**src/rtl/sha3_pkg.sv**
```systemverilog
// sha3_pkg: shared types and helpers for the SHA3 absorb controller.
// Contents: rate-mode enum, absorb FSM state enum, rate-in-words helper.
package sha3_pkg;

    localparam int RATE_MAX_W = 1152;
    localparam int RATE_MAX_B = RATE_MAX_W / 8;
    localparam int WORD_W     = 64;

    typedef enum logic [1:0] {
        M576  = 2'b00,
        M832  = 2'b01,
        M1088 = 2'b11,
        M1152 = 2'b10
    } sha3_mode_e;

    typedef enum logic [2:0] {
        ST_IDLE   = 3'd0,
        ST_ABSORB = 3'd1,
        ST_PAD    = 3'd2,
        ST_PERM   = 3'd3,
        ST_DONE   = 3'd4
    } absorb_state_e;

    // Rate of the selected mode in 64-bit words.
    function automatic logic [4:0] rate_words(input logic [1:0] mode);
        logic [4:0] r;
        case (sha3_mode_e'(mode))
            M576:    r = 5'd9;
            M832:    r = 5'd13;
            M1088:   r = 5'd17;
            default: r = 5'd18;
        endcase
        return r;
    endfunction

endpackage

```
**src/rtl/sha3_pad_gen.sv**
```systemverilog
// sha3_pad_gen: combinational SHA3 padding of one rate block.
// Ports: block_i (raw block), mode_i (rate mode), p_i (first byte after data),
//        padded_o (block with tail zeroed, 0x06 at p_i, 0x80 at last rate byte).
module sha3_pad_gen
    import sha3_pkg::*;
(
    input  logic [RATE_MAX_W-1:0] block_i,
    input  logic [1:0]            mode_i,
    input  logic [7:0]            p_i,
    output logic [RATE_MAX_W-1:0] padded_o
);

    always_comb begin
        int         w_rb;
        int         w_p;
        logic [7:0] w_b;
        padded_o = '0;
        w_rb     = 8 * int'(rate_words(mode_i));
        w_p      = int'(p_i);
        w_b      = 8'h00;
        // p never exceeds the last rate byte, so k >= p also clears
        // everything beyond the rate.
        for (int k = 0; k < RATE_MAX_B; k++) begin
            w_b = (k < w_p) ? block_i[RATE_MAX_W-1-8*k -: 8] : 8'h00;
            if (k == w_p) begin
                w_b = w_b | 8'h06;
            end
            if (k == w_rb - 1) begin
                w_b = w_b | 8'h80;
            end
            padded_o[RATE_MAX_W-1-8*k -: 8] = w_b;
        end
    end

endmodule

```
**src/rtl/sha3_absorb_ctrl.sv**
```systemverilog
// sha3_absorb_ctrl: SHA3 absorb sequencer. Packs 64-bit message words into
// rate blocks, pads the tail, and runs one Keccak-f permutation per block.
// Ports: clk/rst (sync, active high); start_i/mode_i begin a message;
//        msg_* stream in; block_o/mode_o feed the mapper; perm_start_o,
//        perm_first_o, perm_done_i talk to the core; busy_o, done_o, blk_cnt_o.
// Option: define SHA3_ABSORB_BLKCNT_EN to enable the saturating block counter.
module sha3_absorb_ctrl
    import sha3_pkg::*;
#(
    parameter int BUF_W = 1152,
    parameter int CNT_W = 32
) (
    input  logic             clk,
    input  logic             rst,
    input  logic             start_i,
    input  logic [1:0]       mode_i,
    input  logic             msg_valid_i,
    output logic             msg_ready_o,
    input  logic [63:0]      msg_data_i,
    input  logic             msg_last_i,
    input  logic [3:0]       msg_bytes_i,
    output logic [BUF_W-1:0] block_o,
    output logic [1:0]       mode_o,
    output logic             perm_start_o,
    output logic             perm_first_o,
    input  logic             perm_done_i,
    output logic             busy_o,
    output logic             done_o,
    output logic [CNT_W-1:0] blk_cnt_o
);

    absorb_state_e    r_state;
    absorb_state_e    w_state_nx;
    logic [BUF_W-1:0] r_buf;
    logic [4:0]       r_wc;
    logic [7:0]       r_p;
    logic [1:0]       r_mode;
    logic             r_first;
    logic             r_final;
    logic             r_pad_pend;
    logic             r_issued;

    logic [3:0]       w_bytes;
    logic [4:0]       w_wc_nx;
    logic             w_full;
    logic             w_tail_full;
    logic [BUF_W-1:0] w_padded;

    assign w_bytes     = (msg_bytes_i > 4'd8) ? 4'd8 : msg_bytes_i;
    assign w_wc_nx     = r_wc + 5'd1;
    assign w_full      = (w_wc_nx == rate_words(r_mode));
    // Last word fills the block exactly: padding needs a fresh block.
    assign w_tail_full = msg_last_i && (w_bytes == 4'd8) && w_full;

    sha3_pad_gen u_pad (
        .block_i  (r_buf),
        .mode_i   (r_mode),
        .p_i      (r_p),
        .padded_o (w_padded)
    );

    always_ff @(posedge clk) begin
        if (rst) begin
            r_state <= ST_IDLE;
        end else begin
            r_state <= w_state_nx;
        end
    end

    always_comb begin
        w_state_nx   = r_state;
        msg_ready_o  = 1'b0;
        perm_start_o = 1'b0;
        perm_first_o = 1'b0;
        busy_o       = 1'b1;
        done_o       = 1'b0;
        case (r_state)
            ST_IDLE: begin
                busy_o = 1'b0;
                if (start_i) begin
                    w_state_nx = ST_ABSORB;
                end
            end
            ST_ABSORB: begin
                msg_ready_o = 1'b1;
                if (msg_valid_i) begin
                    if (msg_last_i && !w_tail_full) begin
                        w_state_nx = ST_PAD;
                    end else if (w_full) begin
                        w_state_nx = ST_PERM;
                    end
                end
            end
            ST_PAD: begin
                w_state_nx = ST_PERM;
            end
            ST_PERM: begin
                perm_start_o = !r_issued;
                perm_first_o = !r_issued && r_first;
                if (perm_done_i) begin
                    if (r_final) begin
                        w_state_nx = ST_DONE;
                    end else if (r_pad_pend) begin
                        w_state_nx = ST_PAD;
                    end else begin
                        w_state_nx = ST_ABSORB;
                    end
                end
            end
            ST_DONE: begin
                done_o     = 1'b1;
                w_state_nx = ST_IDLE;
            end
            default: begin
                w_state_nx = ST_IDLE;
            end
        endcase
    end

    always_ff @(posedge clk) begin
        if (rst) begin
            r_buf      <= '0;
            r_wc       <= '0;
            r_p        <= '0;
            r_mode     <= '0;
            r_first    <= 1'b0;
            r_final    <= 1'b0;
            r_pad_pend <= 1'b0;
            r_issued   <= 1'b0;
        end else begin
            case (r_state)
                ST_IDLE: begin
                    if (start_i) begin
                        r_mode     <= mode_i;
                        r_first    <= 1'b1;
                        r_final    <= 1'b0;
                        r_pad_pend <= 1'b0;
                        r_issued   <= 1'b0;
                        r_wc       <= '0;
                        r_buf      <= '0;
                    end
                end
                ST_ABSORB: begin
                    if (msg_valid_i) begin
                        for (int s = 0; s < BUF_W / WORD_W; s++) begin
                            if (r_wc == 5'(s)) begin
                                r_buf[BUF_W-1-WORD_W*s -: WORD_W] <= msg_data_i;
                            end
                        end
                        r_wc <= w_wc_nx;
                        if (msg_last_i) begin
                            if (w_tail_full) begin
                                r_pad_pend <= 1'b1;
                                r_p        <= 8'd0;
                            end else begin
                                r_p <= {r_wc, 3'b000} + {4'b0000, w_bytes};
                            end
                        end
                    end
                end
                ST_PAD: begin
                    r_buf      <= w_padded;
                    r_final    <= 1'b1;
                    r_pad_pend <= 1'b0;
                end
                ST_PERM: begin
                    if (!r_issued) begin
                        r_issued <= 1'b1;
                        r_first  <= 1'b0;
                    end
                    if (perm_done_i) begin
                        r_buf    <= '0;
                        r_wc     <= '0;
                        r_issued <= 1'b0;
                    end
                end
                default: begin
                end
            endcase
        end
    end

    assign block_o = r_buf;
    assign mode_o  = r_mode;

`ifdef SHA3_ABSORB_BLKCNT_EN
    logic [CNT_W-1:0] r_cnt;

    always_ff @(posedge clk) begin
        if (rst) begin
            r_cnt <= '0;
        end else if (r_state == ST_IDLE && start_i) begin
            r_cnt <= '0;
        end else if (r_state == ST_PERM && perm_done_i && r_cnt != '1) begin
            r_cnt <= r_cnt + {{(CNT_W-1){1'b0}}, 1'b1};
        end
    end

    assign blk_cnt_o = r_cnt;
`else
    assign blk_cnt_o = '0;
`endif

endmodule
```
**config.mk**
```make
export PLATFORM = sky130hd
export DESIGN_NAME = sha3_absorb_ctrl
export DESIGN_NICKNAME = d
export VERILOG_FILES = /design/src/rtl/sha3_pkg.sv /design/src/rtl/sha3_pad_gen.sv /design/src/rtl/sha3_absorb_ctrl.sv
export SDC_FILE = /design/constraint.sdc
export NUM_CORES = 2
export LEC_CHECK = 0
export ABC_AREA = 1
export CORE_AREA = 10 10 480 482
export CTS_BUF_LIST = sky130_fd_sc_hd__clkbuf_2 sky130_fd_sc_hd__clkbuf_4 sky130_fd_sc_hd__clkbuf_8
export DETAILED_ROUTE_END_ITERATION = 7
export DIE_AREA = 0 0 490 492
export SETUP_SLACK_MARGIN = 0.1
export SLEW_MARGIN = 5
export SYNTH_ARGS = -nofsm -noshare
export SYNTH_HDL_FRONTEND = slang
export SYNTH_SLANG_ARGS = --single-unit
export TNS_END_PERCENT = 100
```
**constraint.sdc**
```tcl
create_clock -name clk -period 2 [get_ports clk]
set_input_delay 0.4 -clock clk [delete_from_list [all_inputs] [get_ports clk]]
set_output_delay 0.4 -clock clk [all_outputs]
set_load 0.02 [all_outputs]
```
* After elaboration in Yosys (flattened, before gate mapping)
Cells that the tools add are included.
** Storage, ports and cells
- Logic and storage cells :: 1037
- Bits of input ports :: 76
- Output and inout bits :: 1191
- Register bits :: 1174
** Cells by class
- Add/subtract/negate cells :: 3
- Reductions and logical operators :: 42
- Equality and inequality tests :: 336
- Mux-type cells :: 485
- $lt $le $gt $ge :: 145
** Operators with widths (number)
- $pmux 1152 s4 :: 1
- $mux 1152 :: 3
- $mux 8 :: 289
- $eq 8x32->1 const A :: 64
- $mux 64 :: 18
- $eq 7x32->1 const A :: 32
- $eq 8x8->1 const A :: 80
- $eq 6x32->1 const A :: 16
- $eq 9x32->1 const A :: 16
- $lt 7x8->1 const A :: 64
- $mux 3 :: 150
- $eq 5x32->1 const A :: 8
- $eq 7x8->1 const A :: 32
- $lt 6x8->1 const A :: 32
- $eq 4x32->1 const A :: 4
- $eq 6x8->1 const A :: 16
- $lt 5x8->1 const A :: 16
- $lt 8x8->1 const A :: 16
- $reduce_and 5->1 :: 19
- $eq 3x32->1 const A :: 2
- $eq 5x8->1 const A :: 8
- $lt 4x8->1 const A :: 8
- $ne 2x2->1 const B :: 24
- $eq 5x4->1 const B :: 8
- 44 further kinds :: 85

* Depth between registers and ports, before layout
- Depth after elaboration :: 10
- Depth in mapped cells :: 14
- Gate-level depth less buffers :: 14

* By module
A second synthesis with hierarchy kept.
** Second synthesis, totals
- Cells, all modules :: 10541
- Area total of the unflattened synthesis :: 63634.8 um^2
** By module, submodules not included
- sha3_absorb_ctrl :: times used 1, area each 52531.6 um^2, sequential area each 23502.5 um^2, cells each 7823
- sha3_pad_gen :: times used 1, area each 11103.1 um^2, sequential area each 0.0 um^2, cells each 2718

* Worst setup path after synthesis
OpenSTA, ideal clock, no wires.
- Kind :: register to register
- Start point :: register r_p[6]
- End point :: register r_buf[969], in the netlist block_o[969]
- Data arrival time :: 1934 ps
- Path buffers :: 1
- Stages on the path, launching flop included :: 10
- Setup slack :: -57 ps
- Data required time :: 1877 ps
- Library setup time :: 123 ps
- Clock period less this slack :: 2057 ps
- Path through :: dfxtp_1 nor2_2 inv_1 nor2_1 nand2_1 buf_2 o21ai_1 nand2_1 o21ai_0 a21oi_1
** Between the ends
- Longest elaborated chain between the ends :: 5
- Elaborated cells on any way between the ends :: 6
- Classes of those cells :: order compare: 1; eq/ne: 1; mux: 4
** RTL lines
- start: declaration :: RTL line sha3_absorb_ctrl.sv:36 : logic [7:0] r_p;
- start signal: assignment :: RTL line sha3_absorb_ctrl.sv:156 : r_p <= {r_wc, 3'b000} + {4'b0000, w_bytes};
- $lt 5x8->1 :: RTL line sha3_pad_gen.sv:24 : w_b = (k < w_p) ? block_i[RATE_MAX_W-1-8*k -: 8] : 8'h00;
- $mux 8 :: RTL line sha3_pad_gen.sv:24
- $mux 3 * :: RTL line sha3_pad_gen.sv:25 : if (k == w_p) begin
- $mux 8 * :: RTL line sha3_pad_gen.sv:28 : if (k == w_rb - 1) begin
- $pmux 1152 s4 * :: RTL line sha3_absorb_ctrl.sv:131 : case (r_state)
- end signal: indexed assignment :: RTL line sha3_absorb_ctrl.sv:147 : r_buf[BUF_W-1-WORD_W*s -: WORD_W] <= msg_data_i;
- end signal: assignment :: RTL line sha3_absorb_ctrl.sv:162 : r_buf <= w_padded;
- end: declaration :: RTL line sha3_absorb_ctrl.sv:34 : logic [BUF_W-1:0] r_buf;
Mark *: on every way between the ends. The rest lies on a longest branch, timed or not.
A chain may end at the register's enable or synchronous reset.

* Worst setup path after layout
- Start point :: register r_state[1]
- End point :: output perm_first_o
** Between the ends
- Longest elaborated chain between the ends :: 2
** RTL lines
- start: declaration :: RTL line sha3_absorb_ctrl.sv:32 : absorb_state_e r_state;
- start signal: assignment :: RTL line sha3_absorb_ctrl.sv:66 : r_state <= w_state_nx;
- $eq 3x2->1 :: RTL line sha3_absorb_ctrl.sv:77 : case (r_state)
- $mux 1 :: RTL line sha3_absorb_ctrl.sv:77
- end: declaration :: RTL line sha3_absorb_ctrl.sv:25 : output logic perm_first_o,
No other way between the ends.

==> impl_results.md <==
- Yosys top cell by area: dfxtp_1
- Hold WC Path Type: primary input to flop
- Critical Path RT: 1.60 ns
- Area share of the largest cell type after synthesis: 51.1%
- Crit path to: perm_first_o
- All-layer global routing usage: 27.7%
- Sequential power share: 26.1%
- Initial drt markers: 6,293
- Seq/Total Area, Yosys: 51.1%
- Crit path launch: r_state[1]
- Clock Skew: 0.0879 ns
- Remaining Overflow, GRT: 0
- Clock share of power: 18.8%
- FF+latch count, synth: 1,174
- Core Area: 221,000 um2
- Final Instance Area: 85,600 um2
- Cells along the critical path: buf_4, nand3_4, buf_6, nor3b_4, buf_12
- Vias: 58,700
- Max-cap violations: 0
- Initial antenna violation count: 54
- Count leader, synth: nand2_1
- FF-to-FF path depth: 16
- Row Count: 173
- Total wire length: 367 mm
- # nets final: 8,691
- Comb pwr share: 55.2%
- CP arrival: 2.07 ns
- Fraction of layout cells with a size suffix above 1: 52.9%
- Crit. End Element: primary output
- Num CTS Buffers: 209
- Vias in the first global route: 54,300
- CP Buf/Inv Count: 3
- Die Span Y: 492 um
- Startpoint types: flop
- Worst-Skew Late Latency: 1.06 ns
- Crit-path max FO: 3
- Status: finished, violations left
- Worst-path clk slew: 0.06 ns
- Period minus WS final: 2.47 ns
- Hold slack: 0.110 ns
- R2R setup slack: -0.34 ns
- Synth area leaders: dfxtp_1, nand2_1, a21oi_1
- CTS tree: done
- Largest net degree at the start of global routing: 144
- Worst R2R Start: r_state[2]
- Worst Hold Path Cells: 4
- DR vias/cell: 4.98
- Post-synth EDFFs: 0
- Worst Tran Pin Value: 0.738 ns
- Period Utilization, post-route: 123%
- Number of cells on the critical path: 5
- Internal power: 76.1 mW
- Final std cells w/o fill: 11,800
- Slew Viols, Final: 0
- Switching power: 61.6 mW
- Syn Area/Cell: 7.40 um2
- Clock Sinks: 1,174
- Routed wire length per instance: 31.2 um
- Asr flop ratio synth: 0%
- Gpl congestion: 0.931
- Synth warn: 0
- Drt first pass iters: 8
- Max Clock Freq: 0.405 GHz
- Dpl cells: 11,000
- DP HPWL: 277 mm
- Crit path max-delay family: buffers and inverters
- Critical path's largest stage delay: 0.35 ns
- Die Wd: 490 um
- Slew HR: 50.8%
- Pleak: 35.4 nW
- Top Ports: 1,267
- Pwr Density: 1610 nW/um2
- Post-synth top flop: dfxtp_1
- CP max-delay cell: dfxtp_2
- Synth cell count leaders: nand2_1, dfxtp_1, a21oi_1
- Synth unique cells: 35
- Post-Place Cell Area: 70,400 um2
- H-Tree Depth: 4
- Antenna Nets Post-Route: 2
- Max IR drop VDD: 0.888 mV
- Setup CP Type: flop to primary output
- Failing checks: antenna violations, design-rule violations, negative setup slack
- Sw frac: 44.8%
- Buffers on Ports: 1,234
- Post-Syn Instances: 6,217
- Clock root cell: clkbuf_8
- Area grow syn2layout: 86.1%
- Worst R2R End: block_o[1047]
- Setup violators final: 1,165
- Final worst setup slack: -0.468 ns
- DIE AREA: 241,000 um2
- Clock Tree Buf Depth: 3
- Final Hold Fails: 0
- DRC viols: 2
- Post-synth design cell area: 46,000 um2
- Fin util: 38.8%
- Fill cell count: 22,000
- RSZ-0062 raised after global routing: yes
- First-pass GRT wire length: 466 mm
- Initial Utilization: 20.8%
[timing repair]
item                                   4_1_cts  5_1_grt
setup endpoints to repair                 2328     2325
cloned                                       3       19
resized for setup                         5037     3803
buffers inserted                           164      216
endpoints found under the hold margin      210        0
hold buffers                                 9        0
pin swaps                                   12      230
[worst min path at each step]
stage | from | endpoint
after detailed placement | block_o[969] | block_o[969]
after global routing | msg_data_i[51] | block_o[1139]
after global placement | block_o[637] | block_o[637]
after floorplan | r_first | r_first
final | msg_data_i[51] | block_o[1139]
after CTS | msg_data_i[51] | block_o[1139]
[state kept, by name, indices dropped and copies added, names as in the netlist]
name	flops
block_o	1152
mode_o	2
r_final	1
r_first	1
r_issued	1
r_p	8
r_pad_pend	1
r_state	3
r_wc	5
[final cells by class]
class | count | area [um2] | share of cell area (%)
multi-input cells | 4449 | 23200 | 27.1
clock buffers | 316 | 4010 | 4.68
flip-flops and latches | 1174 | 25100 | 29.3
diodes | 34 | 85.1 | 0.0993
clock inverters | 60 | 752 | 0.878
repair buffers | 2535 | 27800 | 32.4
well taps | 2975 | 3720 | 4.35
inverters | 231 | 960 | 1.12
[cells by family after synthesis]
group,after synthesis,synth area share (%)
DFF,1174,51.1
buffers and inverters,625,5.53
xor gates and xnor gates,2,0.0381
and+or+nand+nor,2863,26.0
adders and majority gates,15,0.408
other,1,0.00815
AOI/OAI and AO/OA,1537,17.0
[worst register-to-register path: cells and delay by family, from the launching register on]
family / cells / cell delay, ns
flops: 1 / 0.39
buf+inv: 10 / 1.29
simple gates: 6 / 0.56
[power by group through the flow]
stage	Sequential (mW)	Combinational (mW)	Clock, mW
2_1_floorplan	39.5	18.4	0
3_3_place_gp	33.5	63.3	0
3_5_place_dp	33.6	63.9	0
4_1_cts	34.5	66.3	26.1
5_1_grt	36.3	79.2	27.1
6_report	35.9	76.0	25.8
[metal layers]
layer / vias up / wire, um / share of wire, % / GRT usage (%)
li1: 25600 / - / - / -
met1: 28300 / 139000 / 38 / 32.6
met2: 3847 / 164000 / 45 / 43.8
met3: 892 / 38100 / 10 / 9.00
met4: 16 / 25900 / 7.1 / 16.5
met5: - / 109 / 0.030 / 0
[layout by cell type (no fill, tap or decap), types with 124 or more instances in the layout]
cell / instances
buf_6: 1209
buf_4: 915
buf_12: 255
clkbuf_8: 262
nor2_1: 559
nand3_1: 754
a21oi_2: 133
inv_1: 146
nand2_2: 124
dfxtp_2: 1033
nand2_1: 1139
o21ai_0: 445
a21oi_1: 786
[through the flow]
stage / power (mW) / setup TNS (ns) / worst slack (ns)
detailed placement: 97.5 / -721.13 / -1.06
floorplan: 57.9 / -0.199 / -0.00879
global placement: 96.8 / -699.86 / -1.02
finish: 138 / -201.99 / -0.468
CTS: 127 / -509.00 / -0.583
global route: 143 / -298.71 / -0.571
(Power assumes the default switching activity.)
